File: src/rtl/io_pkg.sv
// io_pkg: shared device IDs, command codes, FSM state and request layout for io_dispatch.
//   DEV_LEDS / DEV_SELF : device IDs for the LED block and the dispatcher itself
//   CMD_*               : bus command codes (CMD_NOP is ignored by every peripheral)
//   state_e             : sequencer states
//   req_t               : one queued CPU I/O request
package io_pkg;
   localparam logic [4:0] DEV_LEDS  = 5'd0;
   localparam logic [4:0] DEV_SELF  = 5'd31;
   localparam logic [5:0] CMD_NOP   = 6'd0;
   localparam logic [5:0] CMD_WRITE = 6'd1;
   localparam logic [5:0] CMD_READ  = 6'd2;
   typedef enum logic [1:0] {S_IDLE, S_ISSUE, S_RD_WAIT, S_RESP} state_e;
   typedef struct packed {
      logic [4:0]  dev;
      logic [5:0]  cmd;
      logic [31:0] wdata;
      logic        rd;
   } req_t;
   localparam int REQ_W = $bits(req_t);
endpackage

File: src/rtl/io_dispatch_if.sv
// io_dispatch_if: CPU request/response handshake plus the shared peripheral bus.
//   req_*      : CPU request (valid/ready), device, command, payload, read flag
//   bus_*      : registered broadcast beat and muxed peripheral read data
//   rsp_*      : read response (valid/ready) and data
//   busy       : dispatcher has queued or in-flight work
//   master     : CPU / peripheral side;  slave : dispatcher side
interface io_dispatch_if;
   logic        req_valid;
   logic        req_ready;
   logic [4:0]  req_dev;
   logic [5:0]  req_cmd;
   logic [31:0] req_wdata;
   logic        req_rd;
   logic [4:0]  bus_device;
   logic [5:0]  bus_command;
   logic [31:0] bus_data;
   logic [31:0] bus_rdata;
   logic        rsp_valid;
   logic [31:0] rsp_data;
   logic        rsp_ready;
   logic        busy;
   modport master (
      output req_valid, req_dev, req_cmd, req_wdata, req_rd, bus_rdata, rsp_ready,
      input  req_ready, bus_device, bus_command, bus_data, rsp_valid, rsp_data, busy
   );
   modport slave (
      input  req_valid, req_dev, req_cmd, req_wdata, req_rd, bus_rdata, rsp_ready,
      output req_ready, bus_device, bus_command, bus_data, rsp_valid, rsp_data, busy
   );
endinterface

File: src/rtl/io_req_fifo.sv
// io_req_fifo: synchronous FIFO with full/empty flags, flushed by asynchronous reset.
//   clk, reset : clock, async active-high flush
//   i_push     : write i_wdata (ignored when full)
//   i_pop      : advance read pointer (ignored when empty)
//   o_rdata    : head entry, valid while !o_empty
//   o_full     : no space; o_empty : nothing stored
module io_req_fifo #(
   parameter int WIDTH = 8,
   parameter int DEPTH = 4
) (
   input  logic             clk,
   input  logic             reset,
   input  logic             i_push,
   input  logic [WIDTH-1:0] i_wdata,
   input  logic             i_pop,
   output logic [WIDTH-1:0] o_rdata,
   output logic             o_full,
   output logic             o_empty
);
   localparam int AW = $clog2(DEPTH);
   logic [WIDTH-1:0] r_mem [DEPTH];
   logic [AW:0]      r_wptr;
   logic [AW:0]      r_rptr;
   logic             w_push;
   logic             w_pop;
   // Pointers carry one extra wrap bit so full and empty are distinguishable.
   assign o_empty = r_wptr == r_rptr;
   assign o_full  = (r_wptr[AW-1:0] == r_rptr[AW-1:0]) & (r_wptr[AW] != r_rptr[AW]);
   assign w_push  = i_push & !o_full;
   assign w_pop   = i_pop & !o_empty;
   assign o_rdata = r_mem[r_rptr[AW-1:0]];
   always_ff @(posedge clk or posedge reset) begin
      if (reset) begin
         r_wptr <= '0;
         r_rptr <= '0;
      end else begin
         r_wptr <= w_push ? r_wptr + (AW+1)'(1) : r_wptr;
         r_rptr <= w_pop ? r_rptr + (AW+1)'(1) : r_rptr;
      end
   end
   always_ff @(posedge clk) begin
      if (w_push) r_mem[r_wptr[AW-1:0]] <= i_wdata;
   end
endmodule

File: src/rtl/io_dispatch.sv
// io_dispatch: in-order I/O command sequencer from the CPU request port to the peripheral bus.
//   clk, reset : clock, asynchronous active-high reset
//   io (slave) : request handshake, broadcast bus beat, bus read data, read response, busy
//   FIFO_DEPTH : request FIFO entries (power of two, >= 2)
//   RD_LATENCY : cycles from read issue to valid bus_rdata (1..3)
// Optional feature macro IO_DISPATCH_PERF_EN: a 32-bit count of non-NOP bus beats that is
// read (read of device 31) and cleared (write to device 31) internally without a bus beat.
module io_dispatch import io_pkg::*; #(
   parameter int FIFO_DEPTH = 4,
   parameter int RD_LATENCY = 1
) (
   input logic        clk,
   input logic        reset,
   io_dispatch_if.slave io
);
   state_e      r_state;
   state_e      w_nxt;
   state_e      w_pop_st;
   req_t        w_in;
   req_t        w_head;
   logic        w_full;
   logic        w_empty;
   logic        w_pop;
   logic        w_self;
   logic        w_self_rd;
   logic        w_drive;
   logic        w_sample;
   logic [31:0] w_rsp_nxt;
   logic [4:0]  r_dev;
   logic [5:0]  r_cmd;
   logic [31:0] r_data;
   logic        r_rd;
   logic [1:0]  r_wait;
   logic [31:0] r_rsp;

   assign w_in = '{dev: io.req_dev, cmd: io.req_cmd, wdata: io.req_wdata, rd: io.req_rd};

   io_req_fifo #(.WIDTH(REQ_W), .DEPTH(FIFO_DEPTH)) u_fifo (
      .clk     (clk),
      .reset   (reset),
      .i_push  (io.req_valid),
      .i_wdata (w_in),
      .i_pop   (w_pop),
      .o_rdata (w_head),
      .o_full  (w_full),
      .o_empty (w_empty)
   );

   // A pop happens whenever the bus is free to take the next entry: from IDLE, right
   // behind a write beat, or in the cycle a held response is consumed.
   assign w_pop = !w_empty & ((r_state == S_IDLE) | ((r_state == S_ISSUE) & !r_rd) |
                              ((r_state == S_RESP) & io.rsp_ready));
   assign w_self_rd = w_self & w_head.rd;
   // Internal reads skip the bus entirely; internal writes leave a NOP bubble in ISSUE.
   assign w_pop_st  = w_self_rd ? S_RESP : S_ISSUE;
   assign w_drive   = w_pop & !w_self;
   assign w_sample  = (r_state == S_RD_WAIT) & (r_wait == '0);

`ifdef IO_DISPATCH_PERF_EN
   logic [31:0] r_perf;
   logic [31:0] w_perf_now;
   assign w_self = w_head.dev == DEV_SELF;
   // Includes the beat on the bus this cycle so a read sees every earlier beat.
   assign w_perf_now = r_perf + {31'd0, r_cmd != CMD_NOP};
   assign w_rsp_nxt  = (w_pop & w_self_rd) ? w_perf_now : w_sample ? io.bus_rdata : r_rsp;
   always_ff @(posedge clk or posedge reset) begin
      if (reset) r_perf <= '0;
      else r_perf <= (w_pop & w_self & !w_head.rd) ? '0 : w_perf_now;
   end
`else
   assign w_self    = 1'b0;
   assign w_rsp_nxt = w_sample ? io.bus_rdata : r_rsp;
`endif

   always_ff @(posedge clk or posedge reset) begin
      if (reset) r_state <= S_IDLE;
      else r_state <= w_nxt;
   end

   always_comb begin
      w_nxt = r_state;
      case (r_state)
         S_IDLE:    w_nxt = w_pop ? w_pop_st : S_IDLE;
         S_ISSUE:   w_nxt = r_rd ? S_RD_WAIT : w_pop ? w_pop_st : S_IDLE;
         S_RD_WAIT: w_nxt = w_sample ? S_RESP : S_RD_WAIT;
         S_RESP:    w_nxt = !io.rsp_ready ? S_RESP : w_pop ? w_pop_st : S_IDLE;
         default:   w_nxt = S_IDLE;
      endcase
   end

   always_comb begin
      io.req_ready   = !w_full;
      io.rsp_valid   = r_state == S_RESP;
      io.rsp_data    = r_rsp;
      io.busy        = !w_empty | (r_state != S_IDLE);
      io.bus_device  = r_dev;
      io.bus_command = r_cmd;
      io.bus_data    = r_data;
   end

   // Bus registers carry a popped entry for exactly one cycle and the idle beat otherwise.
   always_ff @(posedge clk or posedge reset) begin
      if (reset) begin
         r_dev  <= DEV_SELF;
         r_cmd  <= CMD_NOP;
         r_data <= '0;
         r_rd   <= 1'b0;
         r_wait <= '0;
         r_rsp  <= '0;
      end else begin
         r_dev  <= w_drive ? w_head.dev : DEV_SELF;
         r_cmd  <= w_drive ? w_head.cmd : CMD_NOP;
         r_data <= w_drive ? w_head.wdata : '0;
         r_rd   <= w_drive & w_head.rd;
         r_wait <= (r_state == S_ISSUE) ? 2'(RD_LATENCY - 1) : r_wait - 2'd1;
         r_rsp  <= w_rsp_nxt;
      end
   end
endmodule

File: src/flat_wrapper.sv
// flat-port wrapper written by rule: the top's interface ports become plain ports
module io_dispatch_flat import io_pkg::*;
#(
   parameter int FIFO_DEPTH = 4,
   parameter int RD_LATENCY = 1
)
  (clk, reset, io_req_valid, io_req_dev, io_req_cmd, io_req_wdata, io_req_rd, io_bus_rdata, io_rsp_ready, io_req_ready, io_bus_device, io_bus_command, io_bus_data, io_rsp_valid, io_rsp_data, io_busy);
  io_dispatch_if io_i ();
  input logic clk;
  input logic reset;
  input wire logic [$bits(io_i.req_valid)-1:0] io_req_valid;
  input wire logic [$bits(io_i.req_dev)-1:0] io_req_dev;
  input wire logic [$bits(io_i.req_cmd)-1:0] io_req_cmd;
  input wire logic [$bits(io_i.req_wdata)-1:0] io_req_wdata;
  input wire logic [$bits(io_i.req_rd)-1:0] io_req_rd;
  input wire logic [$bits(io_i.bus_rdata)-1:0] io_bus_rdata;
  input wire logic [$bits(io_i.rsp_ready)-1:0] io_rsp_ready;
  output wire logic [$bits(io_i.req_ready)-1:0] io_req_ready;
  output wire logic [$bits(io_i.bus_device)-1:0] io_bus_device;
  output wire logic [$bits(io_i.bus_command)-1:0] io_bus_command;
  output wire logic [$bits(io_i.bus_data)-1:0] io_bus_data;
  output wire logic [$bits(io_i.rsp_valid)-1:0] io_rsp_valid;
  output wire logic [$bits(io_i.rsp_data)-1:0] io_rsp_data;
  output wire logic [$bits(io_i.busy)-1:0] io_busy;
  assign io_i.req_valid = io_req_valid;
  assign io_i.req_dev = io_req_dev;
  assign io_i.req_cmd = io_req_cmd;
  assign io_i.req_wdata = io_req_wdata;
  assign io_i.req_rd = io_req_rd;
  assign io_i.bus_rdata = io_bus_rdata;
  assign io_i.rsp_ready = io_rsp_ready;
  assign io_req_ready = io_i.req_ready;
  assign io_bus_device = io_i.bus_device;
  assign io_bus_command = io_i.bus_command;
  assign io_bus_data = io_i.bus_data;
  assign io_rsp_valid = io_i.rsp_valid;
  assign io_rsp_data = io_i.rsp_data;
  assign io_busy = io_i.busy;
  io_dispatch #(.FIFO_DEPTH(FIFO_DEPTH), .RD_LATENCY(RD_LATENCY)) u_core (.clk(clk), .reset(reset), .io(io_i));
endmodule
File: config.mk
export PLATFORM = sky130hd
export DESIGN_NAME = io_dispatch_flat
export DESIGN_NICKNAME = d
export VERILOG_FILES = /design/src/rtl/io_pkg.sv /design/src/rtl/io_dispatch_if.sv /design/src/rtl/io_req_fifo.sv /design/src/rtl/io_dispatch.sv /design/src/flat_wrapper.sv
export SDC_FILE = /design/constraint.sdc
export NUM_CORES = 1
export LEC_CHECK = 0
export BUFFER_PORTS_ARGS = -buffer_cell sky130_fd_sc_hd__buf_2
export CORE_MARGIN = 3
export CORE_UTILIZATION = 50
export DETAILED_ROUTE_END_ITERATION = 7
export GPL_TIMING_DRIVEN = 1
export PLACE_DENSITY = 0.74
export SETUP_SLACK_MARGIN = 0.1
export SLEW_MARGIN = 10
export SYNTH_ARGS = -nofsm -noshare
export SYNTH_HDL_FRONTEND = slang
export SYNTH_SLANG_ARGS = --single-unit
export TNS_END_PERCENT = 30
File: constraint.sdc
create_clock -name clk -period 2.2 [get_ports clk]
set_input_delay 0.11 -clock clk [delete_from_list [all_inputs] [get_ports clk]]
set_output_delay 0.11 -clock clk [all_outputs]
set_load 0.05 [all_outputs]
Word-level counts from Yosys, hierarchy flattened
Memories as Yosys holds them, arrays and structs flattened.
Index checks and enable logic that the tools add are counted.
{ "word_totals": {"mem_bits_rw": 176, "output_inout_bits": 78, "mem_count": 1, "regBits": 86, "latch_bits": 0, "mem_bits_ro": 0} }
{ "classes": {"n_bitwise": 11, "shifts": 0, "order_cmp": 0, "n_eq_ne": 6, "add_sub_neg": 3, "n_reduce_logical": 6, "n_div": 0, "muxes": 11, "multipliers": 0} }
{ "mem_list": {"columns": ["memory", "depth", "width", "read_ports", "rd_ports_with_merged_regs", "wr", "line", "source"], "rows": [
  ["u_core.u_fifo.r_mem", 4, 44, 1, 0, 1, "io_req_fifo.sv:21", "logic [WIDTH-1:0] r_mem [DEPTH];"]
]} }
{ "ops": {"columns": ["cell", "n"], "rows": [
  ["$mux 32", 1],
  ["$and 1x1->1", 8],
  ["$pmux 2 s4", 1],
  ["$add 3x1->3 const B", 2],
  ["$mux 2", 3],
  ["$mux 6", 1],
  ["$mux 5", 1],
  ["$eq 2x2->1 const B", 2],
  ["$logic_not 2->1", 2],
  ["$mux 1", 4],
  ["$eq 3x3->1", 1],
  ["$logic_not 1->1", 3],
  ["$or 1x1->1", 3],
  ["$eq 2x1->1 const B", 1],
  ["$eq 2x2->1", 1],
  ["$reduce_bool 2->1", 1],
  ["$sub 2x1->2 const B", 1],
  ["$ne 1x1->1", 1]
]} }

Depth between registers and ports, before layout
{ "logic_depth": {"ltp_word": 8, "mapped_depth": 7, "depth_no_buf": 4} }

Cells and area by module
A second synthesis with hierarchy kept.
{ "hier_totals": {"cells_unflattened": 472, "hier_area_um2": 10067.2} }
{ "by_module_without_submodules": {"columns": ["mod", "cells_per_inst", "n_inst", "area_each_um2"], "rows": [
  ["io_req_fifo", 279, 1, 6867.8],
  ["io_dispatch", 193, 1, 3199.3]
]} }

Worst setup path before layout
Ideal clock, no wire load.
{ "synth_timing": {"path_type": "reg2reg", "start": "register u_core.u_fifo.r_rptr[0]", "end": "memory u_core.u_fifo.r_mem[0][0] (netlist bit), enable pin", "path_stages_with_launch": 6, "t_required_ns": 1.794, "arrival_time_ns": 2.286, "setup_ns": 0.406, "path_slack_ns": -0.493, "period_less_slack_ns": 2.693, "path_cell_list": "dfrtp_1 -> buf_6 -> xor2_2 -> or3_1 -> buf_2 -> and3_1"} }
{ "synth_between": {"elab_chain_len": 6} }
{ "synth_rtl": {"columns": ["element", "line", "source"], "rows": [
  ["start: declaration", "io_req_fifo.sv:23", "logic [AW:0] r_rptr;"],
  ["start signal: assignment", "io_req_fifo.sv:38", "r_rptr <= w_pop ? r_rptr + (AW+1)'(1) : r_rptr;"],
  ["$eq 2x2->1", "io_req_fifo.sv:28", "assign o_full = (r_wptr[AW-1:0] == r_rptr[AW-1:0]) & (r_wptr[AW] != r_rptr[AW]);"],
  ["$and 1x1->1", "io_req_fifo.sv:28", null],
  ["$logic_not 1->1", null, null],
  ["named net io_req_ready", "flat_wrapper.sv:18", "output wire logic [$bits(io_i.req_ready)-1:0] io_req_ready;"],
  ["$and 1x1->1", "io_req_fifo.sv:29", "assign w_push = i_push & !o_full;"],
  ["$mux 1", "io_req_fifo.sv:42", "if (w_push) r_mem[r_wptr[AW-1:0]] <= i_wdata;"],
  ["$mux 1 (implied by the code)", "io_req_fifo.sv:42", null],
  ["end: declaration", "io_req_fifo.sv:21", null]
]} }
The timed path passes the listed nets, and every way through them passes these cells.

Worst setup path in the final report
{ "layout_timing": {"start": "register u_core.u_fifo.r_rptr[0]", "end": "output io_req_ready"} }
{ "layout_between": {"elab_chain_len": 3} }
{ "layout_rtl": {"columns": ["element", "line", "source"], "rows": [
  ["$eq 2x2->1", "io_req_fifo.sv:28", null],
  ["$and 1x1->1", "io_req_fifo.sv:28", null],
  ["$logic_not 1->1", "io_dispatch.sv:92", "io.req_ready = !w_full;"],
  ["end: declaration", "flat_wrapper.sv:18", null]
]} }
Every way passes these cells.

==> summary.md <==
| Metric | Value |
|---|---|
| Status | completed |
| Routability congestion estimate from global placement | roughly 0.73 |
| Clock network fraction of total power | 0.223 |
| Detailed placement HPWL | 11.1 mm |
| WS Path Type | reg -> out |
| Nets@finish | 789 |
| Fmax | ~0.5 GHz |
| FILL cells | between 1000 and 1500 |
| Setup TNS | 0 ps |
| I/O Buffers | about 160 |
| Util after Layout | 0.669 |
| Syn nets | 527 |
| Worst endpoint data arrival time | 1930 ps |
| Maximum number of pins on one net before global-route repair | between 40 and 50 |
| Area of the multi-input gates | about 1900 um2 |
| FFs w/ async S/R, synth | 0.328 |
| Int Power | around 12 mW |
| EDFF count, synth | 176 |
| Wirelength per Cell | 19.2 um |
| Seq pwr share | 0.396 |
| Root Buffer | clkbuf_16 |
| Syn avg cell area | about 22 um2 |
| Die ar. | around 21000 um2 |
| Synth area leaders | edfxtp_1, dfrtp_1, mux4_2 |
| Final Max Slew Viols | 0 |
| I/O pin count | 158 |
| Max Clock Skew | between 10 and 15 ps |
| Pleak | 4.80 nW |
| Post-synthesis sequential area ratio | 0.782 |
| Clock Pin Slew Worst Setup and Hold Paths | around 60 ps |
| Reg area | 7450 um2 |
| Post-route setup slack | 159 ps |
| Seq cells post-synth | 262 |
| Post-route cell area | 12300 um2 |
| First-pass DRT Iterations | 4 |
| Final min period | roughly 2000 ps |
| Most area-hungry cell type in the Yosys netlist | edfxtp_1 |
| Worst hold slack | 248 ps |
| Switching portion of total power | 0.364 |
| YS warnings | 0 |
| Final ANT Viol Nets | 0 |
| Via count | 4917 |
| Type of the most critical hold path | in -> async |
| Share of cells above drive strength 1 | 0.422 |
| Setup violations, final | 0 |
| Initial antenna violation count | 1 |
| VDD IR max | slightly below 0.8 mV |
| # Max-Cap Violations | 0 |
| Iter 0 DRT Violations | 201 |
| Vias per cell | 5.16 |
| CTS Sinks | 262 |
| GRT overflow | 0 |
| Slew HR | 0.537 |
| Die Wd | 144 um |
| Initial Utilization | 0.520 |
| Top-count cell post-synth | edfxtp_1 |
| Share of Yosys cell area claimed by the top area cell type | 0.555 |
| Vias in the first global route | 5264 |
| Core Area | 18300 um2 |
| Distinct cells, synth | 28 |
| Residual DRC count | 0 |
| Final hold vios | 0 |
| Most common flop cell mapped by yosys | edfxtp_1 |
| Unrepaired setup endpoints after global routing | no |
| Startpoint class of the critical path | register |
| Total global-route track usage | 0.176 |
| First-pass GRT wire length | roughly 28 mm |
| TritonCTS buffer count | 27 |
| Gate power share | 0.382 |
| Post-synthesis cell area | 9520 um2 |
| Fin cells | 952 |
| Max H-tree Level | 1 |
| Placed inst area | 10600 um2 |
| Clock latency on the worst-skew pair | 510 ps |
| Worst slew pin tran | 694 ps |
| DIE HEIGHT | 144 um |
| Crit Path Max Fanout | 5 |
| Synth-to-Final Area Change | 28.8% |
| DRT Wirelength | 18.2 mm |
| Max Root-Sink Buffers | 3 |
| Pre-CTS WS | 180 ps |
| Placed Cells | 824 |
| Top cells by count, synth | edfxtp_1, dfrtp_1, mux4_2 |
| Tot Pwr | 18.7 mW |
| Worst Setup End Kind | output pin |
| PwrDens | between 1500 and 2000 nW/um2 |
| NetSw | 6.80 mW |
| Num rows | slightly below 50 |
| Mapped Cells | roughly 440 |
| Setup bufs post-CTS | 0 |
| Worst EP required | 2090 ps |
| CTS tree | done |
| Final Cycle Share | 0.928 |
==> metal layers <==
metal / wire (um) / vias up / GRT usage
met5: 0 / - / 0
met4: 249 / 0 / 0.0367
li1: - / 2216 / -
met2: 8910 / 178 / 0.300
met3: 1370 / 24 / 0.0357
met1: 7710 / 2499 / 0.240
==> final cells by class <==
| type | instances | share of cell area |
|---|---|---|
| repair buffers | 252 | 0.143 |
| inverters | 6 | 0.00214 |
| clock inverters | 13 | 0.00745 |
| multi-input cells | 154 | 0.158 |
| well taps | 229 | 0.0234 |
| flip-flops and latches | 262 | 0.607 |
| clock buffers | 35 | 0.0592 |
| diodes | 1 | 0.000204 |
==> critical path: stages, from the launching register on <==
cell     delay (ps)
dfrtp_4         500
xor2_2          200
or3_4           380
buf_4           150
buf_4           190
==> power by group through the flow <==
stage | logic [mW] | clock network [mW] | registers [mW]
global route | 7.63 | 4.46 | 7.52
detailed placement | 7.10 | 0 | 7.47
finish | 7.12 | 4.16 | 7.39
global placement | 7.00 | 0 | 7.38
floorplan | 3.34 | 0 | 9.47
CTS | 7.25 | 4.26 | 7.39
==> final timing paths <==
path,start,endpoint,slack (ps),cells past startpoint
min,reset,u_core.r_wait[0],250,3
max reg2reg,u_core.u_fifo.r_rptr[0],u_core.u_fifo.r_mem[3][28],240,3
min reg2reg,u_core.r_wait[0],u_core.r_wait[0],440,1
max in group asynchronous,reset,u_core.io.bus_data[1],1280,4
min in group clk,io_req_wdata[10],u_core.u_fifo.r_mem[3][11],350,2
max,u_core.u_fifo.r_rptr[0],io_req_ready,160,4
==> registers in the layout (all words and copies together) (netlist names) <==
register	cells
u_core.r_rd	1
u_core.io.bus_device	5
u_core.io.bus_data	32
u_core.u_fifo.r_rptr	3
u_core.u_fifo.r_wptr	3
u_core.r_state	2
u_core.io.rsp_data	32
u_core.io.bus_command	6
u_core.r_wait	2
u_core.u_fifo.r_mem	176
==> placed cells by master (no fill, tap or decap), types with 4 or more instances in the layout <==
| master | synthesis | routed |
|---|---|---|
| edfxtp_1 | 176 | 176 |
| buf_2 | 8 | 156 |
| dlygate4sd3_1 | 0 | 79 |
| dfrtp_1 | 81 | 79 |
| mux4_2 | 44 | 44 |
| nor2b_1 | 40 | 40 |
| mux2_2 | 33 | 33 |
| clkbuf_16 | 0 | 27 |
| buf_4 | 1 | 13 |
| ha_1 | 6 | 6 |
| clkbuf_1 | 4 | 6 |
| inv_1 | 6 | 5 |
| or3_1 | 6 | 5 |
| clkinv_1 | 0 | 5 |
| dfstp_2 | 5 | 5 |
| clkinvlp_4 | 0 | 4 |
| clkinv_2 | 0 | 4 |
| buf_12 | 0 | 4 |
==> cell families after synthesis <==
| logic type | count (synthesis) | synth area share |
|---|---|---|
| AO/OA/AOI/OAI | 3 | 0.00197 |
| buffers and inverters | 25 | 0.0160 |
| AND/OR/NAND/NOR | 60 | 0.0399 |
| XOR/XNOR | 7 | 0.00801 |
| flip-flops | 262 | 0.782 |
| multiplexers | 78 | 0.145 |
| adder cells (fa/ha/maj) | 6 | 0.00788 |
==> repair_timing <==
item,CTS,global route
hold buffers,79,0
endpoints found under the setup margin,1,1
resized for setup,1,2
endpoints found under the hold margin,232,0
(Power assumes the default switching activity.)
